===== config.mk =====
export PLATFORM = sky130hd
export DESIGN_NAME = axis_norm_rr_arbiter
export DESIGN_NICKNAME = d
export VERILOG_FILES = /design/src/rtl/axis_norm_rr_arbiter.sv
export SDC_FILE = /design/constraint.sdc
export NUM_CORES = 1
export LEC_CHECK = 0
export CAP_MARGIN = 20
export CORE_MARGIN = 10
export CORE_UTILIZATION = 38
export DETAILED_ROUTE_END_ITERATION = 7
export GPL_ROUTABILITY_DRIVEN = 0
export PLACE_DENSITY = 0.92
export REMOVE_ABC_BUFFERS = 1
export SYNTH_ARGS = -nofsm -noshare
export SYNTH_HDL_FRONTEND = slang
export SYNTH_SLANG_ARGS = --single-unit

===== constraint.sdc =====
create_clock -name aclk -period 6.4 [get_ports aclk]
set_clock_uncertainty 0.1 [all_clocks]
set_input_delay 1.28 -clock aclk [delete_from_list [all_inputs] [get_ports aclk]]
set_output_delay 1.28 -clock aclk [all_outputs]
set_load 0.01 [all_outputs]

===== src/rtl/axis_norm_rr_arbiter.sv =====
// Round-robin, packet-locked AXI-Stream arbiter feeding the Norm-path broadcaster.
// A grant holds until TLAST or MAX_BEATS accepted beats; the output stage is a single register slice.
module axis_norm_rr_arbiter #(
  parameter int NUM_SRC   = 2,
  parameter int DATA_W    = 128,
  parameter int MAX_BEATS = 256,
  parameter int ID_W      = 2
) (
  input  logic                      aclk,
  input  logic                      areset,
  input  logic [NUM_SRC-1:0]        S_AXIS_TVALID,
  output logic [NUM_SRC-1:0]        S_AXIS_TREADY,
  input  logic [NUM_SRC*DATA_W-1:0] S_AXIS_TDATA,
  input  logic [NUM_SRC-1:0]        S_AXIS_TLAST,
  output logic                      M_AXIS_TVALID,
  input  logic                      M_AXIS_TREADY,
  output logic [DATA_W-1:0]         M_AXIS_TDATA,
  output logic                      M_AXIS_TLAST,
  output logic [ID_W-1:0]           M_AXIS_TID,
  output logic                      busy,
  output logic                      ovf_err
);

  localparam int SEL_W = (NUM_SRC > 1) ? $clog2(NUM_SRC) : 1;
  localparam int CNT_W = $clog2(MAX_BEATS + 1);
  localparam logic [CNT_W-1:0] LAST_CNT = CNT_W'(MAX_BEATS - 1);
  localparam logic [SEL_W-1:0] TOP_SRC  = SEL_W'(NUM_SRC - 1);

  typedef enum logic {
    IDLE,
    LOCK
  } state_t;

  state_t              state_q;
  logic [SEL_W-1:0]    grant_q;
  logic [SEL_W-1:0]    lastGrant_q;
  logic [CNT_W-1:0]    beatCnt_q;
  logic                outValid_q;
  logic [DATA_W-1:0]   outData_q;
  logic                outLast_q;
  logic [ID_W-1:0]     outTid_q;
  logic                busy_q;
  logic                ovfErr_q;

  logic                canLoad;
  logic                accept;
  logic [DATA_W-1:0]   selData;
  logic                selLast;
  logic                pickValid_d;
  logic [SEL_W-1:0]    grant_d;
  logic [SEL_W-1:0]    cand;

  // Ready only depends on state and downstream ready, never on TVALID.
  assign canLoad = !outValid_q || M_AXIS_TREADY;

  for (genvar i = 0; i < NUM_SRC; i++) begin : g_ready
    assign S_AXIS_TREADY[i] = (state_q == LOCK) && (grant_q == SEL_W'(i)) && canLoad;
  end

  assign accept = |(S_AXIS_TVALID & S_AXIS_TREADY);

  always_comb begin
    selData = '0;
    selLast = 1'b0;
    for (int i = 0; i < NUM_SRC; i++) begin
      if (grant_q == SEL_W'(i)) begin
        selData = S_AXIS_TDATA[i*DATA_W +: DATA_W];
        selLast = S_AXIS_TLAST[i];
      end
    end
  end

  // Search starts just after the last granted source and wraps modulo NUM_SRC.
  always_comb begin
    pickValid_d = 1'b0;
    grant_d     = lastGrant_q;
    cand        = lastGrant_q;
    for (int k = 0; k < NUM_SRC; k++) begin
      cand = (cand == TOP_SRC) ? '0 : cand + SEL_W'(1);
      if (!pickValid_d && S_AXIS_TVALID[cand]) begin
        pickValid_d = 1'b1;
        grant_d     = cand;
      end
    end
  end

  always_ff @(posedge aclk or posedge areset) begin
    if (areset) begin
      state_q     <= IDLE;
      grant_q     <= '0;
      lastGrant_q <= TOP_SRC;
      beatCnt_q   <= '0;
      outValid_q  <= 1'b0;
      outData_q   <= '0;
      outLast_q   <= 1'b0;
      outTid_q    <= '0;
      busy_q      <= 1'b0;
      ovfErr_q    <= 1'b0;
    end else begin
      if (accept) begin
        outValid_q <= 1'b1;
        outData_q  <= selData;
        outLast_q  <= selLast;
        outTid_q   <= ID_W'(grant_q);
      end else if (M_AXIS_TREADY) begin
        outValid_q <= 1'b0;
      end

      case (state_q)
        IDLE: begin
          if (pickValid_d) begin
            grant_q <= grant_d;
            state_q <= LOCK;
            busy_q  <= 1'b1;
          end
        end
        LOCK: begin
          if (accept) begin
            // A forced release at MAX_BEATS keeps the beat's own TLAST untouched.
            if (selLast || (beatCnt_q == LAST_CNT)) begin
              if (!selLast) begin
                ovfErr_q <= 1'b1;
              end
              lastGrant_q <= grant_q;
              beatCnt_q   <= '0;
              state_q     <= IDLE;
              busy_q      <= 1'b0;
            end else begin
              beatCnt_q <= beatCnt_q + CNT_W'(1);
            end
          end
        end
        default: state_q <= IDLE;
      endcase
    end
  end

  assign M_AXIS_TVALID = outValid_q;
  assign M_AXIS_TDATA  = outData_q;
  assign M_AXIS_TLAST  = outLast_q;
  assign M_AXIS_TID    = outTid_q;
  assign busy          = busy_q;
  assign ovf_err       = ovfErr_q;

endmodule


==> results of run 1 <==
==> kinds of logic after synthesis <==
group | synth area share
buf+inv | 0.0493
flops | 0.536
simple gates | 0.0965
other cells | 0.000553
fa+ha+maj | 0.00369
mux | 0.195
compound gates | 0.119
==> stage by stage <==
| step | cell area, µm² | utilization | setup TNS [ns] | instances | hold slack [ns] |
|---|---|---|---|---|---|
| 6_report | 11400 | 0.653 | 0 | 1258 | 0.373 |
| 5_1_grt | 11400 | 0.653 | 0 | 1258 | 0.401 |
| 4_1_cts | 11400 | 0.653 | 0 | 1258 | 0.375 |
| 3_5_place_dp | 10800 | 0.619 | 0 | 1226 | 0.361 |
| 3_3_place_gp | 10800 | 0.619 | 0 | 1226 | 0.354 |
| 2_1_floorplan | 6460 | - | -83.24 | 599 | 0.388 |
==> Yosys cell counts, drive strengths merged (2+ instances only) <==
cell    instances
dfrtp         144
o21ai         140
nand2         137
mux2i         130
buf            24
clkbuf         24
nor2            7
nand3           5
inv             4
o31ai           4
and3            3
nand2b          3
nor3            3
a21oi           2
a311oi          2
ha              2
mux2            2
nand3b          2
==> final cells by class <==
class,instances,area [µm²]
fill,1318,6040
clock inverter,13,149
inverter,4,20.0
tap,225,282
clock buffer,19,453
sequential,145,3630
multi-input combinational,450,2810
timing repair buffer,402,4020
==> registers in the layout, summed over array words and instances (netlist names) <==
register,flops
M_AXIS_TDATA,128
M_AXIS_TID,1
M_AXIS_TLAST,1
M_AXIS_TVALID,1
beatCnt_q,9
busy,1
grant_q,1
lastGrant_q,1
ovf_err,1
state_q,1
==> worst max-delay path, delay by kind of cell <==
family | cells | cell delay (ns)
buffers and inverters | 2 | 1.00
AND/OR/NAND/NOR | 3 | 0.53
==> worst min-delay path by stage <==
stage / start / to / slack (ns) / cells past startpoint
3_5_place_dp: ovf_err$_DFFE_PP0P_ / ovf_err$_DFFE_PP0P_ / 0.36 / 1
4_1_cts: ovf_err$_DFFE_PP0P_ / ovf_err$_DFFE_PP0P_ / 0.38 / 1
2_1_floorplan: beatCnt_q[6]$_DFFE_PP0P_ / beatCnt_q[6]$_DFFE_PP0P_ / 0.39 / 1
3_3_place_gp: ovf_err$_DFFE_PP0P_ / ovf_err$_DFFE_PP0P_ / 0.35 / 1
5_1_grt: M_AXIS_TDATA[74]$_DFFE_PP0N_ / M_AXIS_TDATA[74]$_DFFE_PP0N_ / 0.40 / 2
6_report: ovf_err$_DFFE_PP0P_ / ovf_err$_DFFE_PP0P_ / 0.37 / 1
==> layer usage <==
metal  vias to the layer above  GRT usage
met1                      2851      0.212
met2                       262      0.355
met4                         0     0.0531
li1                       2991          -
met3                        25     0.0870
met5                         -          0
==> power by group <==
group	switching, W	internal, W	total (W)
sequential	0.000281	0.00136	0.00164
clock	0.000404	0.000601	0.00100
combinational	0.00123	0.00132	0.00255
total	0.00192	0.00328	0.00519
==> summary.txt, run 1 <==
STA
  • Fin crit period: 4.19 ns
  • Period utilization: 0.655
  • Worst Max-Slew Pin Slew: 1.02 ns
  • Worst setup margin: 2.21 ns
  • Final Setup Violations: 0
  • Hold Vio Cnt, Final: 0
  • Max Freq: 238 MHz
  • Fin. max-slew vios: 0
  • RSZ-0062 raised after global routing: false
  • Slew HR: 0.320

Drt
  • Detailed Route Iter0 Violations: 201
  • Via density: 4.87
  • Post-Route WL: 24700 µm
  • # DRC: 0
  • WL met2: 12900 µm
  • Via count: 6129
  • First-pass detailed-route iteration total: 4
  • Met3 wire length: 2200 µm
  • DRT antenna net count: 0
  • Uppermost layer routed: met4
  • Wl on met1: 9240 µm
  • Drt wl/cell: 19.7 µm

Worst setup path
  • Worst setup EP type: output port
  • Slowest stage delay, CP: 0.54 ns
  • CP max-delay cell: clkdlybuf4s50_1
  • FF-to-FF path depth: 4
  • Setup slack, reg-to-reg: 3.70 ns
  • Worst reg2reg startpoint: grant_q$_DFFE_PP0P_
  • RR Endpoint: M_AXIS_TDATA[79]$_DFFE_PP0N_
  • WS Path Type: input pin to output port
  • Critical path data required time: 5.02 ns
  • Worst EP arrival: 2.81 ns
  • Critical Path Sink: S_AXIS_TREADY[0]
  • CP startpoint kind: input pin
  • Critical path startpoint: M_AXIS_TREADY
  • Crit path top cell by count: clkdlybuf4s50_1
  • Cells along the critical path: clkdlybuf4s50_1 -> nand2b_1 -> nand2_1 -> nor2_1 -> clkdlybuf4s50_1
  • Max Fanout on Critical Path: 7

Job
  • Max-cap violations: 0

Placement
  • Port Buffers: 397
  • Post-detail-place hpwl: 19700 µm
  • Pre-CTS setup slack: 2.20 ns

Logic synthesis
  • Register bit count reported by yosys: 145
  • Syn. warnings: 0
  • Avg Synthesized Cell Area: 10.5 µm²
  • Top area cells in the synthesized netlist: dfrtp_1 53%, mux2i_1 19%, nand2_1 7.6%
  • Post-synthesis async set-or-reset flop share: 1.00
  • Sequential fraction of the synthesis area: 0.536
  • Number of flops mapped to enable cells by yosys: 0
  • Post-synthesis instance total: 647
  • Yosys cell types: 34
  • Synth top area share: 0.532
  • Synth Flop Type: dfrtp_1
  • Cell taking the most area after synthesis: dfrtp_1
  • Netlist Area Pre-Place: 6780 µm²

Finish
  • Area grow syn2layout: 67.8%
  • Highest-count cells in the layout ignoring fill and taps: 397 x clkdlybuf4s50_1, 143 x dfrtp_1, 137 x nand2_1
  • Commonest non-fill, non-tap cell in the layout: clkdlybuf4s50_1
  • Antenna cells: 0
  • Layout cells sized above 1: 0.0436
  • Post-layout net count: 1285

Clock network
  • Post-CTS Resized: 0
  • Number of buffers created by CTS: 17
  • Post-CTS Setup Inserts: 0
  • Clock buffer depth: 2
  • CTS tree: yes
  • CTS H-tree lvls: 4
  • Worst-path clk slew: 0.06 ns
  • CTS sink count: 145
  • Number of hold buffers added after cts: 0
  • Worst skew pair latency: 0.41 ns
  • CTS Root Buffer Type: clkbuf_16

Floorplanning
  • Initial Util: 0.389
  • Die area: 23600 µm²
  • Die Height: 154 µm
  • Io pins: 399
  • Die W: 154 µm
  • Core Region: 17400 µm²
  • Rows: 48

Worst hold path
  • Type of the most critical hold path: flip-flop to flip-flop

Global route
  • Grt ovf: 0
  • First-pass GRT wire length: 37400 µm
  • Number of global-route vias before repair: 6509
  • Initial antenna violation count: 0
  • Gr usage total: 0.200
  • Largest net degree at the start of global routing: 137

Pwr
  • PD cells: 457 nW/µm²
  • Leak: 4.98 nW
  • VDD IR max: 0.286 mV
  • Tot Pwr: 0.00519 W

Outcome
  • Run status: complete, no violations
No activity file was read; power rests on OpenSTA's default activity.
==> inputs of run 2 (changes only) <==
- clock period: 6.4 -> 4 ns (I/O delays scaled with it)
==> summary.txt, run 2 (synthesis results as in run 1) <==
Outcome
  • Run status: complete, no violations

Global route
  • Grt ovf: 0 (unchanged)
  • First-pass GRT wire length: 38400 µm (+2.7%)
  • Gr usage total: 0.206 (+0.00531)
  • Number of global-route vias before repair: 6557 (+0.74%)
  • Initial antenna violation count: 0 (unchanged)
  • Largest net degree at the start of global routing: 129 (-5.8%)

Worst setup path
  • Critical Path Sink: S_AXIS_TREADY[0]
  • CP startpoint kind: input pin
  • CP bufs+invs: 2 (unchanged)
  • Crit path top cell by count: clkdlybuf4s50_1
  • Cells along the critical path: clkdlybuf4s50_1 -> nand2b_1 -> nand2_1 -> nor2_1 -> clkdlybuf4s50_1
  • Critical path startpoint: M_AXIS_TREADY
  • Setup slack, reg-to-reg: 1.63 ns (-2.07 ns)
  • Critical path's top delay family: buffers and inverters
  • Slowest stage delay, CP: 0.58 ns (+0.04 ns)
  • WS Path Type: input pin to output port
  • Max Fanout on Critical Path: 7 (unchanged)
  • RR Endpoint: M_AXIS_TDATA[15]$_DFFE_PP0N_
  • Stages on worst setup path: 5 (unchanged)
  • Critical path data required time: 3.10 ns (-1.92 ns)
  • FF-to-FF path depth: 4 (unchanged)
  • Worst setup EP type: output port
  • CP max-delay cell: clkdlybuf4s50_1
  • Worst reg2reg startpoint: grant_q$_DFFE_PP0P_
  • Worst EP arrival: 2.41 ns (-0.40 ns)

Clock network
  • Worst skew pair latency: 0.42 ns (about the same)
  • CTS Root Buffer Type: clkbuf_16
  • Post-CTS Setup Inserts: 0 (unchanged)
  • Clock buffer depth: 2 (unchanged)
  • Number of buffers created by CTS: 17 (unchanged)
  • CTS tree: yes
  • CTS H-tree lvls: 4 (unchanged)
  • Number of hold buffers added after cts: 0 (unchanged)
  • Post-CTS Resized: 0 (unchanged)
  • CTS sink count: 145 (unchanged)
  • Worst-path clk slew: 0.05 ns (about the same)

Worst hold path
  • Type of the most critical hold path: flip-flop to flip-flop

Finish
  • Highest-count cells in the layout ignoring fill and taps: 397 x clkdlybuf4s50_1, 143 x dfrtp_1, 137 x nand2_1
  • Final design utilization: 0.656 (+0.00294)
  • Post-Layout Cell Count: 1258 (unchanged)
  • Antenna cells: 0 (unchanged)
  • Max reg flops: 128 (unchanged)
  • Area grow syn2layout: 68.6%
  • Commonest non-fill, non-tap cell in the layout: clkdlybuf4s50_1
  • Layout cells sized above 1: 0.0416 (-0.00194)
  • Post-layout net count: 1285 (unchanged)

Floorplanning
  • Core Region: 17400 µm² (unchanged)
  • Die W: 154 µm (unchanged)
  • Die Height: 154 µm (unchanged)
  • Io pins: 399 (unchanged)
  • Rows: 48 (unchanged)
  • Die area: 23600 µm² (unchanged)
  • Initial Util: 0.389 (unchanged)

Drt
  • First-pass detailed-route iteration total: 4 (unchanged)
  • Detailed Route Iter0 Violations: 335 (+67%)
  • DRT antenna net count: 0 (unchanged)
  • # DRC: 0 (unchanged)
  • Via density: 4.90 (+0.62%)
  • Drt wl/cell: 19.7 µm (+0.29%)
  • Via count: 6167 (+0.62%)
  • Post-Route WL: 24800 µm (+0.29%)

Pwr
  • VDD IR max: 0.570 mV (+99%)
  • PD cells: 735 nW/µm² (+61%)
  • Leak: 5.00 nW (+0.33%)

Placement
  • Post-detail-place hpwl: 19700 µm (about the same)
  • Port Buffers: 397 (unchanged)
  • Placed cells: 1226 (unchanged)

STA
  • Period utilization: 0.827
  • Final Setup Violations: 0 (unchanged)
  • RSZ-0062 raised after global routing: false
  • Setup TNS: 0 ns (unchanged)
  • Max Freq: 302 MHz
  • Fin crit period: 3.31 ns
  • Slew HR: 0.341 (+0.0212)
  • Worst Max-Slew Pin Slew: 0.989 ns (-0.0319 ns)
  • Fin. max-slew vios: 0 (unchanged)
  • Hold Vio Cnt, Final: 0 (unchanged)

Job
  • Max-cap violations: 0 (unchanged)
[run 2: layer usage]
| layer | GRT usage | wire length, µm | share of wire |
|---|---|---|---|
| met5 | 0 | 0 | 0 |
| met4 | 0.0526 | 355 | 0.014 |
| met3 | 0.0787 | 2060 | 0.083 |
| met2 | 0.372 | 13200 | 0.53 |
| met1 | 0.219 | 9200 | 0.37 |
[run 2: area by class of cell]
class | instances | area (µm²)
Clock buffer | 20 | 447
Sequential cell | 145 | 3630
Fill cell | 1360 | 5990
Multi-Input combinational cell | 450 | 2810
Tap cell | 225 | 282
Timing Repair Buffer | 402 | 4050
Inverter | 4 | 20.0
Clock inverter | 12 | 181
[run 2: how the worst min path moves through the flow]
stage | from | endpoint | slack [ns] | cells past startpoint
after floorplan | beatCnt_q[6]$_DFFE_PP0P_ | beatCnt_q[6]$_DFFE_PP0P_ | 0.39 | 1
after global placement | ovf_err$_DFFE_PP0P_ | ovf_err$_DFFE_PP0P_ | 0.35 | 1
after detailed placement | ovf_err$_DFFE_PP0P_ | ovf_err$_DFFE_PP0P_ | 0.36 | 1
after CTS | ovf_err$_DFFE_PP0P_ | ovf_err$_DFFE_PP0P_ | 0.38 | 1
after global routing | ovf_err$_DFFE_PP0P_ | ovf_err$_DFFE_PP0P_ | 0.39 | 1
final | ovf_err$_DFFE_PP0P_ | ovf_err$_DFFE_PP0P_ | 0.37 | 1
[run 2: stage by stage]
stage	power [W]	hold WS [ns]	setup slack, ns	cell area, µm²
5_1_grt	0.00897	0.388	0.624	11400
4_1_cts	0.00850	0.378	0.737	11400
3_5_place_dp	0.00677	0.362	0.738	10800
6_report	0.00840	0.374	0.691	11400
2_1_floorplan	0.00479	0.388	-3.34	6460
3_3_place_gp	0.00660	0.354	0.834	10800
[run 2: report_power, final]
group,switching (W),total (W),internal [W],leakage (nW)
clock,0.000624,0.00169,0.00106,0.293
combinational,0.00197,0.00409,0.00212,2.91
sequential,0.000448,0.00262,0.00217,1.79
total,0.00304,0.00840,0.00536,5.00
